File: src/rtl/cpu_types_pkg.sv
// rtl/cpu_types_pkg.sv - shared word and RAM handshake types
package cpu_types_pkg;
    typedef logic [31:0] word_t;
    typedef enum logic [1:0] {
        FREE   = 2'b00,
        BUSY   = 2'b01,
        ACCESS = 2'b10,
        ERROR  = 2'b11
    } ramstate_t;
endpackage

File: src/rtl/coherent_memory_arbiter.sv
// rtl/coherent_memory_arbiter.sv - N-core round-robin RAM arbiter with snooping and cache-to-cache supply
module coherent_memory_arbiter
    import cpu_types_pkg::*;
#(
    parameter int CPUS  = 4,
    parameter int WORDS = 2
) (
    input  logic                 CLK,
    input  logic                 RST,
    input  logic [CPUS-1:0]      iREN,
    input  logic [CPUS-1:0]      dREN,
    input  logic [CPUS-1:0]      dWEN,
    input  logic [32*CPUS-1:0]   iaddr,
    input  logic [32*CPUS-1:0]   daddr,
    input  logic [32*CPUS-1:0]   dstore,
    output logic [CPUS-1:0]      iwait,
    output logic [CPUS-1:0]      dwait,
    output logic [32*CPUS-1:0]   iload,
    output logic [32*CPUS-1:0]   dload,
    input  logic [CPUS-1:0]      cctrans,
    input  logic [CPUS-1:0]      ccwrite,
    output logic [CPUS-1:0]      ccwait,
    output logic [CPUS-1:0]      ccinv,
    output logic [32*CPUS-1:0]   ccsnoopaddr,
    output logic                 ramREN,
    output logic                 ramWEN,
    output word_t                ramaddr,
    output word_t                ramstore,
    input  word_t                ramload,
    input  ramstate_t            ramstate
);
    localparam int GW = (CPUS > 1) ? $clog2(CPUS) : 1;
    localparam int WW = $clog2(WORDS + 1);

    typedef enum logic [2:0] {IDLE, IFETCH, WB, SNOOP, RAMRD, C2C} state_t;

    state_t          r_state, w_state_n;
    logic [GW-1:0]   r_gnt, w_gnt_n, r_resp, w_resp_n;
    logic [WW-1:0]   r_wcnt, w_wcnt_n;
    logic [GW-1:0]   r_rr_i, w_rr_i_n, r_rr_wb, w_rr_wb_n, r_rr_cc, w_rr_cc_n;
    logic            w_beat, w_last, w_resp_found;
    logic [GW-1:0]   w_resp_idx;
    logic [31:0]     w_gaddr;

    // First requester at or after ptr, wrapping modulo CPUS.
    function automatic logic [GW-1:0] rr_pick(input logic [CPUS-1:0] req, input logic [GW-1:0] ptr);
        logic [GW-1:0] pick;
        int            idx;
        pick = '0;
        for (int k = CPUS - 1; k >= 0; k--) begin
            idx = (int'(ptr) + k) % CPUS;
            if (req[idx]) pick = GW'(idx);
        end
        return pick;
    endfunction

    function automatic logic [GW-1:0] rr_next(input logic [GW-1:0] g);
        return (g == GW'(CPUS - 1)) ? '0 : g + 1'b1;
    endfunction

    assign w_beat  = (ramstate == ACCESS);
    assign w_last  = (r_wcnt == WW'(WORDS - 1));
    assign w_gaddr = daddr[32*r_gnt +: 32];

    always_comb begin
        w_resp_found = 1'b0;
        w_resp_idx   = '0;
        for (int j = CPUS - 1; j >= 0; j--) begin
            if (j != int'(r_gnt) && cctrans[j]) begin
                w_resp_found = 1'b1;
                w_resp_idx   = GW'(j);
            end
        end
    end

    always_ff @(posedge CLK) begin
        if (RST) begin
            r_state <= IDLE;
            r_gnt   <= '0;
            r_resp  <= '0;
            r_wcnt  <= '0;
            r_rr_i  <= '0;
            r_rr_wb <= '0;
            r_rr_cc <= '0;
        end else begin
            r_state <= w_state_n;
            r_gnt   <= w_gnt_n;
            r_resp  <= w_resp_n;
            r_wcnt  <= w_wcnt_n;
            r_rr_i  <= w_rr_i_n;
            r_rr_wb <= w_rr_wb_n;
            r_rr_cc <= w_rr_cc_n;
        end
    end

    always_comb begin
        w_state_n = r_state;
        w_gnt_n   = r_gnt;
        w_resp_n  = r_resp;
        w_wcnt_n  = r_wcnt;
        w_rr_i_n  = r_rr_i;
        w_rr_wb_n = r_rr_wb;
        w_rr_cc_n = r_rr_cc;
        case (r_state)
            IDLE: begin
                w_wcnt_n = '0;
                if (|dWEN) begin
                    w_state_n = WB;
                    w_gnt_n   = rr_pick(dWEN, r_rr_wb);
                end else if (|(cctrans & dREN)) begin
                    w_state_n = SNOOP;
                    w_gnt_n   = rr_pick(cctrans & dREN, r_rr_cc);
                end else if (|iREN) begin
                    w_state_n = IFETCH;
                    w_gnt_n   = rr_pick(iREN, r_rr_i);
                end
            end
            IFETCH: begin
                if (!iREN[r_gnt] || w_beat) begin
                    w_state_n = IDLE;
                    w_rr_i_n  = rr_next(r_gnt);
                end
            end
            WB: begin
                if (!dWEN[r_gnt] || (w_beat && w_last)) begin
                    w_state_n = IDLE;
                    w_rr_wb_n = rr_next(r_gnt);
                end else if (w_beat) begin
                    w_wcnt_n = r_wcnt + 1'b1;
                end
            end
            SNOOP: begin
                w_resp_n  = w_resp_idx;
                w_state_n = w_resp_found ? C2C : RAMRD;
            end
            RAMRD, C2C: begin
                if (!dREN[r_gnt] || (w_beat && w_last)) begin
                    w_state_n = IDLE;
                    w_rr_cc_n = rr_next(r_gnt);
                end else if (w_beat) begin
                    w_wcnt_n = r_wcnt + 1'b1;
                end
            end
            default: w_state_n = IDLE;
        endcase
    end

    // Strobes are gated by the granted request so a withdrawn request never sees another beat.
    always_comb begin
        iwait       = '1;
        dwait       = '1;
        iload       = '0;
        dload       = '0;
        ccwait      = '0;
        ccinv       = '0;
        ccsnoopaddr = '0;
        ramREN      = 1'b0;
        ramWEN      = 1'b0;
        ramaddr     = '0;
        ramstore    = '0;
        if (r_state == SNOOP || r_state == RAMRD || r_state == C2C) begin
            for (int j = 0; j < CPUS; j++) begin
                if (j != int'(r_gnt)) begin
                    ccwait[j] = 1'b1;
                    ccinv[j]  = ccwrite[r_gnt];
                    if (r_state != C2C) ccsnoopaddr[32*j +: 32] = w_gaddr;
                end
            end
        end
        case (r_state)
            IFETCH: begin
                if (iREN[r_gnt]) begin
                    ramREN                = 1'b1;
                    ramaddr               = iaddr[32*r_gnt +: 32];
                    iload[32*r_gnt +: 32] = ramload;
                    iwait[r_gnt]          = !w_beat;
                end
            end
            WB: begin
                if (dWEN[r_gnt]) begin
                    ramWEN       = 1'b1;
                    ramaddr      = w_gaddr;
                    ramstore     = dstore[32*r_gnt +: 32];
                    dwait[r_gnt] = !w_beat;
                end
            end
            RAMRD: begin
                if (dREN[r_gnt]) begin
                    ramREN                = 1'b1;
                    ramaddr               = w_gaddr;
                    dload[32*r_gnt +: 32] = ramload;
                    dwait[r_gnt]          = !w_beat;
                end
            end
            C2C: begin
                ccsnoopaddr[32*r_resp +: 32] = w_gaddr;
                if (dREN[r_gnt]) begin
                    ramWEN                = 1'b1;
                    ramaddr               = daddr[32*r_resp +: 32];
                    ramstore              = dstore[32*r_resp +: 32];
                    dload[32*r_gnt +: 32] = dstore[32*r_resp +: 32];
                    dwait[r_gnt]          = !w_beat;
                    dwait[r_resp]         = !w_beat;
                end
            end
            default: ;
        endcase
    end
endmodule

File: config.mk
export PLATFORM = sky130hd
export DESIGN_NAME = coherent_memory_arbiter
export DESIGN_NICKNAME = d
export VERILOG_FILES = /design/src/rtl/cpu_types_pkg.sv /design/src/rtl/coherent_memory_arbiter.sv
export SDC_FILE = /design/constraint.sdc
export NUM_CORES = 1
export LEC_CHECK = 0
export CAP_MARGIN = 10
export CORE_AREA = 2 2 354 356
export DETAILED_ROUTE_END_ITERATION = 6
export DIE_AREA = 0 0 356 358
export PLACE_DENSITY = 0.36
export SETUP_SLACK_MARGIN = 0.15
export SYNTH_ARGS = -nofsm -noshare
export SYNTH_HDL_FRONTEND = slang
export SYNTH_SLANG_ARGS = --single-unit
export TNS_END_PERCENT = 50
File: constraint.sdc
create_clock -name CLK -period 2.7 [get_ports CLK]
set_clock_uncertainty 0.2 [all_clocks]
set_input_delay 0.54 -clock CLK [delete_from_list [all_inputs] [get_ports CLK]]
set_output_delay 0.54 -clock CLK [all_outputs]
set_load 0.02 [all_outputs]
==> qor.csv, run 1 <==
stage;metric;value;unit
power_and_ir_drop;internal_power;2.53;mW
yosys;synthXorXnorAreaFrac;0;
yosys;synthAdderAreaFrac;0.0227;
clock_tree;root_buffer;clkbuf_16;
layout;n_fill_cell;13431;
timing;final-setup-viol-count;462;
clock_tree;clk_latency;250;ps
timing;slew_headroom;0.675;
outcome;status;finished, violations left;
yosys;yosysTopAreaCell;mux4_2;
clock_tree;cts_buffers;3;
route;drc;0;
die;die_y;358;µm
yosys;ys_seq_elements;15;
place;place_inst;3657;
layout;final_nets;2649;
route;drt_iter0_markers;1023;
timing;tightest_slew;487;ps
grt;grt.total_usage;0.154;
yosys;synth_edf_count;0;
timing;grt_setup_unrepaired;true;
layout;drive_gt1_frac;0.581;
die;start_util;0.0759;
timing;finalWorstSetupSlack;-861;ps
layout;stdcell_count;3835;
route;firstDrtPassIters;5;
die;ioPinCount;906;
critical_path;reg2reg_depth;9;
yosys;syn_nets;1449;
power_and_ir_drop;switchingPower;1.74;mW
min_path;hold_path_class;flip-flop to flip-flop;
yosys;yosys-top-cells-area;mux4_2 39%, a22o_1 15%, nor2b_1 11%;
place;gp_congestion;0.865;
layout;area_growth;187;%
power_and_ir_drop;power.density;159;mW/mm²
clock_tree;cts_tree;yes;
critical_path;crit_fanout;6;
place;preCtsSetupSlack;-1470;ps
yosys;synth.yosys.seq_area_share;0.0321;
yosys;yosysUniqueCellTypes;54;
power_and_ir_drop;pwr-share-seq;0.058;
power_and_ir_drop;switching_share;0.407;
timing;hold_violations;0;
grt;grt_max_degree;40;
clock_tree;clock_sinks;15;
timing;period_share;1.32;
power_and_ir_drop;p_clk_frac;0.071;
outcome;violations;negative setup slack;
yosys;synthMuxAreaShare;0.404;
place;portBuffers;905;
route;routedWlPerCell;28.4;µm
layout;postLayoutCoreUtil;0.218;
route;wirelength;109000;µm
timing;min_period;3560;ps
place;placed_area;0.0243;mm²
critical_path;arrival;2820;ps
route;ant_nets;0;
power_and_ir_drop;peakVddDrop;0.219;mV
yosys;async_reset_ff_frac;0;
yosys;yosysWarnings;0;
yosys;synth_flop_cell;dfxtp_1;
critical_path;endpoint_kind;output port;
timing;fin_tns_setup;-250440;ps
die;die-area;0.127;mm²
yosys;synth_top_area_share;0.392;
yosys;synth_compound_area_frac;0.225;
grt;grt_pass1_wl;136000;µm
critical_path;crit_required;1960;ps
layout;final_area;0.0269;mm²
clock_tree;clkTransAtPathRegs;60;ps
grt;grt_pass1_vias;15017;
die;fp-row-count;129;
die;die-width;356;µm
timing;max_freq;0.281;GHz
job;cap_violations;0;
power_and_ir_drop;p_leak;11.3;nW
yosys;synthTopCellsByCount;168 x nor2b_1, 163 x mux4_2, 160 x a22o_1;
critical_path;start_kind;flip-flop;
power_and_ir_drop;p_comb_frac;0.871;
clock_tree;cts_buffer_depth;2;
yosys;synth_top_family_by_area;multiplexers;
grt;grt_overflow_total;0;
critical_path;path_class;flip-flop to output port;
route;vias;14662;
route;via_per_inst;3.82;
clock_tree;htree_levels;1;
critical_path;reg2reg_slack;170;ps
yosys;synth.most_common_cell;nor2b_1;
timing;finalMaxSlewViolations;0;
place;dp.final_hpwl;84100;µm
min_path;hold_depth;2;
yosys;synth.avg_cell_area;9.44;µm²
die;coreArea;0.123;mm²
yosys;syn_inst;992;
yosys;synth-simple-area-share;0.259;
yosys;syn_area;0.00936;mm²
grt;antenna_found_initial;16;
==> cell usage in the layout (no fill, tap or decap), types with 6 or more instances in the layout <==
master	count
clkdlybuf4s50_1	458
buf_4	339
buf_6	170
mux4_2	163
buf_12	128
nor2b_4	101
a22o_1	81
a22o_4	73
and2_4	70
dlygate4sd2_1	67
buf_2	57
and2_1	48
nor2b_1	45
a221o_1	31
nand2_1	28
nor2b_2	22
clkbuf_2	22
nor2_1	20
nor2_4	19
a21oi_1	17
dlymetal6s2s_1	17
buf_16	16
clkdlybuf4s15_2	15
and2_2	12
ha_1	12
clkbuf_16	12
nand2b_1	9
dfxtp_1	9
o21ai_0	8
diode_2	7
mux2i_1	7
nor3_1	7
a21o_1	6
a22o_2	6
==> registers in the layout, summed over array words and instances (netlist names) <==
signal and cells:
r_rr_cc 2, r_rr_wb 2, r_state 3, r_wcnt 2, r_resp 2, r_rr_i 2
r_gnt 2
==> metal layers <==
| metal | vias up | global-route usage | wire length, µm |
|---|---|---|---|
| li1 | 6382 | - | - |
| met1 | 7482 | 0.186 | 43300 |
| met2 | 701 | 0.286 | 56900 |
| met3 | 93 | 0.0283 | 6390 |
| met4 | 4 | 0.0198 | 2150 |
| met5 | - | 0 | 27 |
==> critical path: stages (launching register included) <==
cell and delay [ps]:
dfxtp_4 390, buf_12 140, mux4_2 600, buf_4 200
nand2_8 120, buf_4 150, nor2_4 40, buf_12 140
buf_4 130, buf_6 140, a22o_4 260, clkdlybuf4s15_2 250
==> timing repair <==
item | 4_1_cts | 5_1_grt
resized for setup | 826 | 968
cloned | 15 | 10
setup buffers | 55 | 88
hold buffers | 0 | 0
pin swaps | 35 | 52
hold endpoints to repair | 0 | 0
endpoints found under the setup margin | 469 | 467
==> per-stage QoR <==
step	hold WS (ps)	total power, mW
after floorplan	232	1.65
after global placement	241	3.64
after detailed placement	244	3.66
after CTS	252	4.10
after global routing	271	4.47
final	252	4.27
==> power by group through the flow <==
| stage | Clock [mW] | Combinational (mW) | Sequential (mW) |
|---|---|---|---|
| after floorplan | 0 | 1.40 | 0.248 |
| after global placement | 0 | 3.39 | 0.249 |
| after detailed placement | 0 | 3.41 | 0.250 |
| after CTS | 0.308 | 3.55 | 0.247 |
| after global routing | 0.321 | 3.89 | 0.250 |
| final | 0.304 | 3.72 | 0.248 |
==> cells by family (layout without fill, tap and decap cells) <==
kind of cell | count (synthesis) | in the layout
compound gates | 251 | 251
fa+ha+maj | 17 | 17
flops | 15 | 15
other cells | 0 | 7
mux | 174 | 174
simple gates | 413 | 416
buf+inv | 122 | 1318
==> worst paths after layout <==
check | endpoint | startpoint
setup / recovery | dload[116] | r_gnt[0]$_SDFFE_PP0P_
setup reg to reg | r_state[1]$_SDFFE_PP0P_ | r_gnt[0]$_SDFFE_PP0P_
hold reg to reg | r_wcnt[1]$_SDFFE_PP0P_ | r_wcnt[1]$_SDFFE_PP0P_
hold / removal | r_wcnt[1]$_SDFFE_PP0P_ | r_wcnt[1]$_SDFFE_PP0P_
==> cell type report <==
class | count | area [µm²] | share of cell area
clock inverter | 1 | 5.00 | 0.000186
inverter | 8 | 41.3 | 0.00154
sequential | 15 | 318 | 0.0118
timing repair buffer | 1306 | 13800 | 0.512
tap | 1637 | 2050 | 0.0762
multi-input combinational | 858 | 10600 | 0.394
clock buffer | 3 | 75.1 | 0.00279
antenna | 7 | 17.5 | 0.000652
No activity file was read; power rests on OpenSTA's default activity.
==> inputs of run 2 (changes only) <==
--- a/config.mk
+++ b/config.mk
@@ -7,6 +7,7 @@
 export LEC_CHECK = 0
 export CAP_MARGIN = 10
 export CORE_AREA = 2 2 354 356
+export CTS_CLUSTER_DIAMETER = 150
 export DETAILED_ROUTE_END_ITERATION = 6
 export DIE_AREA = 0 0 356 358
 export PLACE_DENSITY = 0.36
==> results of run 2 <==
The final DEF is identical to that of run 1; final timing and power are the same.
==> inputs of run 3 (changes only) <==
--- a/config.mk
+++ b/config.mk
@@ -10,9 +10,7 @@
 export CTS_CLUSTER_DIAMETER = 150
 export DETAILED_ROUTE_END_ITERATION = 6
 export DIE_AREA = 0 0 356 358
-export PLACE_DENSITY = 0.36
-export SETUP_SLACK_MARGIN = 0.15
+export SETUP_SLACK_MARGIN = 0.2
 export SYNTH_ARGS = -nofsm -noshare
 export SYNTH_HDL_FRONTEND = slang
 export SYNTH_SLANG_ARGS = --single-unit
-export TNS_END_PERCENT = 50
==> run 3 against run 2 <==
Effect of this change:
- the flow still finishes with violations (negative setup slack)
- clock power is 2% lower
- global-route usage is 0.87 points lower
- via count is 1.9% higher
- critical path depth is 3 lower
- sequential share of layout area hardly changed
- non-clock buffer count is 7 higher
- wire length is 2.2% lower
- maximum frequency is 5.4% higher
- cell area is 3.2% higher
- first-iteration DRC count is 6.4% higher
- setup slack better by 180 ps
==> qor.csv, run 3 (same netlist as run 1, synthesis figures left out) <==
stage;metric;value;unit
timing;finalWorstSetupSlack;-678;ps
timing;grt_setup_unrepaired;true;
route;wirelength;106000;µm
power_and_ir_drop;p_clk_frac;0.065;
grt;grt_pass1_vias;14636;
clock_tree;root_buffer;clkbuf_16;
critical_path;cp_slowest_stage_delay;540;ps
min_path;hp-start;r_wcnt[0]$_SDFFE_PP0P_;
power_and_ir_drop;peakVddDrop;0.139;mV
place;portBuffers;905;
clock_tree;clk_latency;250;ps
timing;finalMaxSlewViolations;0;
timing;final-setup-viol-count;462;
critical_path;crit_chain;dlygate4sd2_1 > mux4_2 > buf_6 > and3_4 > buf_12 > buf_8 > a221o_1 > buf_12;
grt;grt.total_usage;0.145;
die;ioPinCount;906;
route;drc;0;
route;via_per_inst;3.89;
clock_tree;clock_sinks;15;
outcome;violations;negative setup slack;
min_path;hold_path_class;flip-flop to flip-flop;
layout;final_nets;2653;
route;drt_iter0_markers;1088;
die;die_y;358;µm
critical_path;endpoint_kind;output port;
layout;drive_gt1_frac;0.590;
timing;period_share;1.25;
critical_path;reg2reg_slack;150;ps
place;gp_congestion;0.857;
min_path;hold_depth;2;
route;routedWlPerCell;27.7;µm
power_and_ir_drop;switching_share;0.406;
critical_path;path_class;input pin to output port;
clock_tree;clkTransAtPathRegs;50;ps
place;preCtsSetupSlack;-1250;ps
power_and_ir_drop;p_leak;11.5;nW
layout;final_common_cell;clkdlybuf4s50_1;
die;die-width;356;µm
timing;min_period;3380;ps
layout;regMostFlops;r_state;
critical_path;regToRegStartpoint;r_gnt[0]$_SDFFE_PP0P_;
power_and_ir_drop;switchingPower;1.87;mW
grt;antenna_found_initial;23;
power_and_ir_drop;internal_power;2.74;mW
grt;grt_overflow_total;0;
clock_tree;cts_tree;yes;
die;coreArea;0.123;mm²
layout;postLayoutCoreUtil;0.225;
die;start_util;0.0759;
timing;slew_headroom;0.562;
layout;largest_register_ffs;3;
critical_path;crit_required;1960;ps
clock_tree;cts_buffers;3;
die;fp-row-count;129;
route;vias;14947;
die;die-area;0.127;mm²
timing;hold_violations;0;
layout;final_cell_mix;447 x clkdlybuf4s50_1, 268 x buf_4, 208 x buf_6, 163 x mux4_2, 142 x buf_12;
critical_path;path_common_cell;buf_12;
grt;grt_pass1_wl;129000;µm
critical_path;reg2reg_depth;8;
route;firstDrtPassIters;5;
critical_path;start_kind;input pin;
timing;max_freq;0.296;GHz
layout;area_growth;196;%
clock_tree;cts_buffer_depth;2;
critical_path;arrival;2640;ps
clock_tree;htree_levels;1;
outcome;status;finished, violations left;
critical_path;slowest_stage;mux4_2;
place;dp.final_hpwl;84800;µm
power_and_ir_drop;p_comb_frac;0.882;
critical_path;rr_endpoint;r_state[1]$_SDFFE_PP0P_;
route;ant_nets;0;
timing;tightest_slew;657;ps
min_path;hold_path_end;r_wcnt[0]$_SDFFE_PP0P_;
job;cap_violations;0;
critical_path;crit_fanout;28;
clock_tree;holdBufCountCts;0;
power_and_ir_drop;pwr-share-seq;0.054;
grt;grt_max_degree;39;
power_and_ir_drop;power.density;166;mW/mm²
-- run 3: cell count changes in the layout (fill, tap and decap cells not counted), sizes merged, moves of 6 or more --
cell           previous run  this run
clkdlybuf4s50           458       447
clkdlybuf4s15            19        47
clkbuf                   34        45
dlymetal6s2s             17         6
buf                     712       700
diode                     7        13
-- run 3: metrics by stage --
stage / instance area [µm²] / setup TNS, ps / hold slack [ps] / power, mW / instances
3_3_place_gp: 25400 / -410250 / 236 / 3.89 / 3704
5_1_grt: 27700 / -230120 / 312 / 4.80 / 3837
2_1_floorplan: 11600 / -8100 / 232 / 1.72 / 992
4_1_cts: 26000 / -271820 / 280 / 4.35 / 3740
3_5_place_dp: 25400 / -410230 / 272 / 3.90 / 3704
6_report: 27700 / -203340 / 279 / 4.60 / 3845
-- run 3: critical path, delay by kind of cell --
family / cells / cell delay (ps)
buf+inv: 5 / 930
simple gates: 1 / 170
compound gates: 1 / 390
mux: 1 / 540
-- run 3: how the worst max path moves through the flow --
| stage | depth (start not counted) | to | from | slack [ps] |
|---|---|---|---|---|
| global placement | 8 | ramaddr[16] | iREN[1] | -1270 |
| finish | 8 | ramaddr[17] | dREN[0] | -680 |
| detailed placement | 8 | ramaddr[16] | iREN[1] | -1250 |
| floorplan | 7 | ramaddr[11] | dREN[3] | -90 |
| CTS | 9 | ramaddr[17] | r_gnt[0]$_SDFFE_PP0P_ | -710 |
| global route | 9 | ramaddr[12] | r_gnt[0]$_SDFFE_PP0P_ | -710 |
-- run 3: metal layers --
| layer | up-vias | track usage | routed length (µm) |
|---|---|---|---|
| li1 | 6407 | - | - |
| met1 | 7509 | 0.174 | 40400 |
| met2 | 879 | 0.257 | 54200 |
| met3 | 138 | 0.0387 | 8790 |
| met4 | 14 | 0.0293 | 2690 |
| met5 | - | 0.0100 | 261 |
-- run 3: what timing repair did --
| item | in CTS | in global routing |
|---|---|---|
| buffers inserted | 24 | 69 |
| setup endpoints to repair | 465 | 466 |
| gates cloned | 8 | 23 |
| pin swaps | 18 | 57 |
| resized for setup | 818 | 917 |
-- run 3: cell type report --
type | instances | area (µm²)
Fill cell | 13204 | 95600
Timing Repair Buffer | 1313 | 14500
Multi-Input combinational cell | 855 | 10800
Tap cell | 1637 | 2050
Sequential cell | 15 | 315
Clock buffer | 3 | 75.1
Inverter | 8 | 36.3
Antenna cell | 13 | 32.5
Clock inverter | 1 | 5.00
-- run 3: power groups by stage --
| stage | clock [mW] | sequential (mW) | combinational [mW] |
|---|---|---|---|
| floorplan | 0 | 0.248 | 1.47 |
| global placement | 0 | 0.248 | 3.65 |
| detailed placement | 0 | 0.249 | 3.65 |
| CTS | 0.304 | 0.246 | 3.80 |
| global route | 0.315 | 0.248 | 4.24 |
| finish | 0.298 | 0.246 | 4.06 |
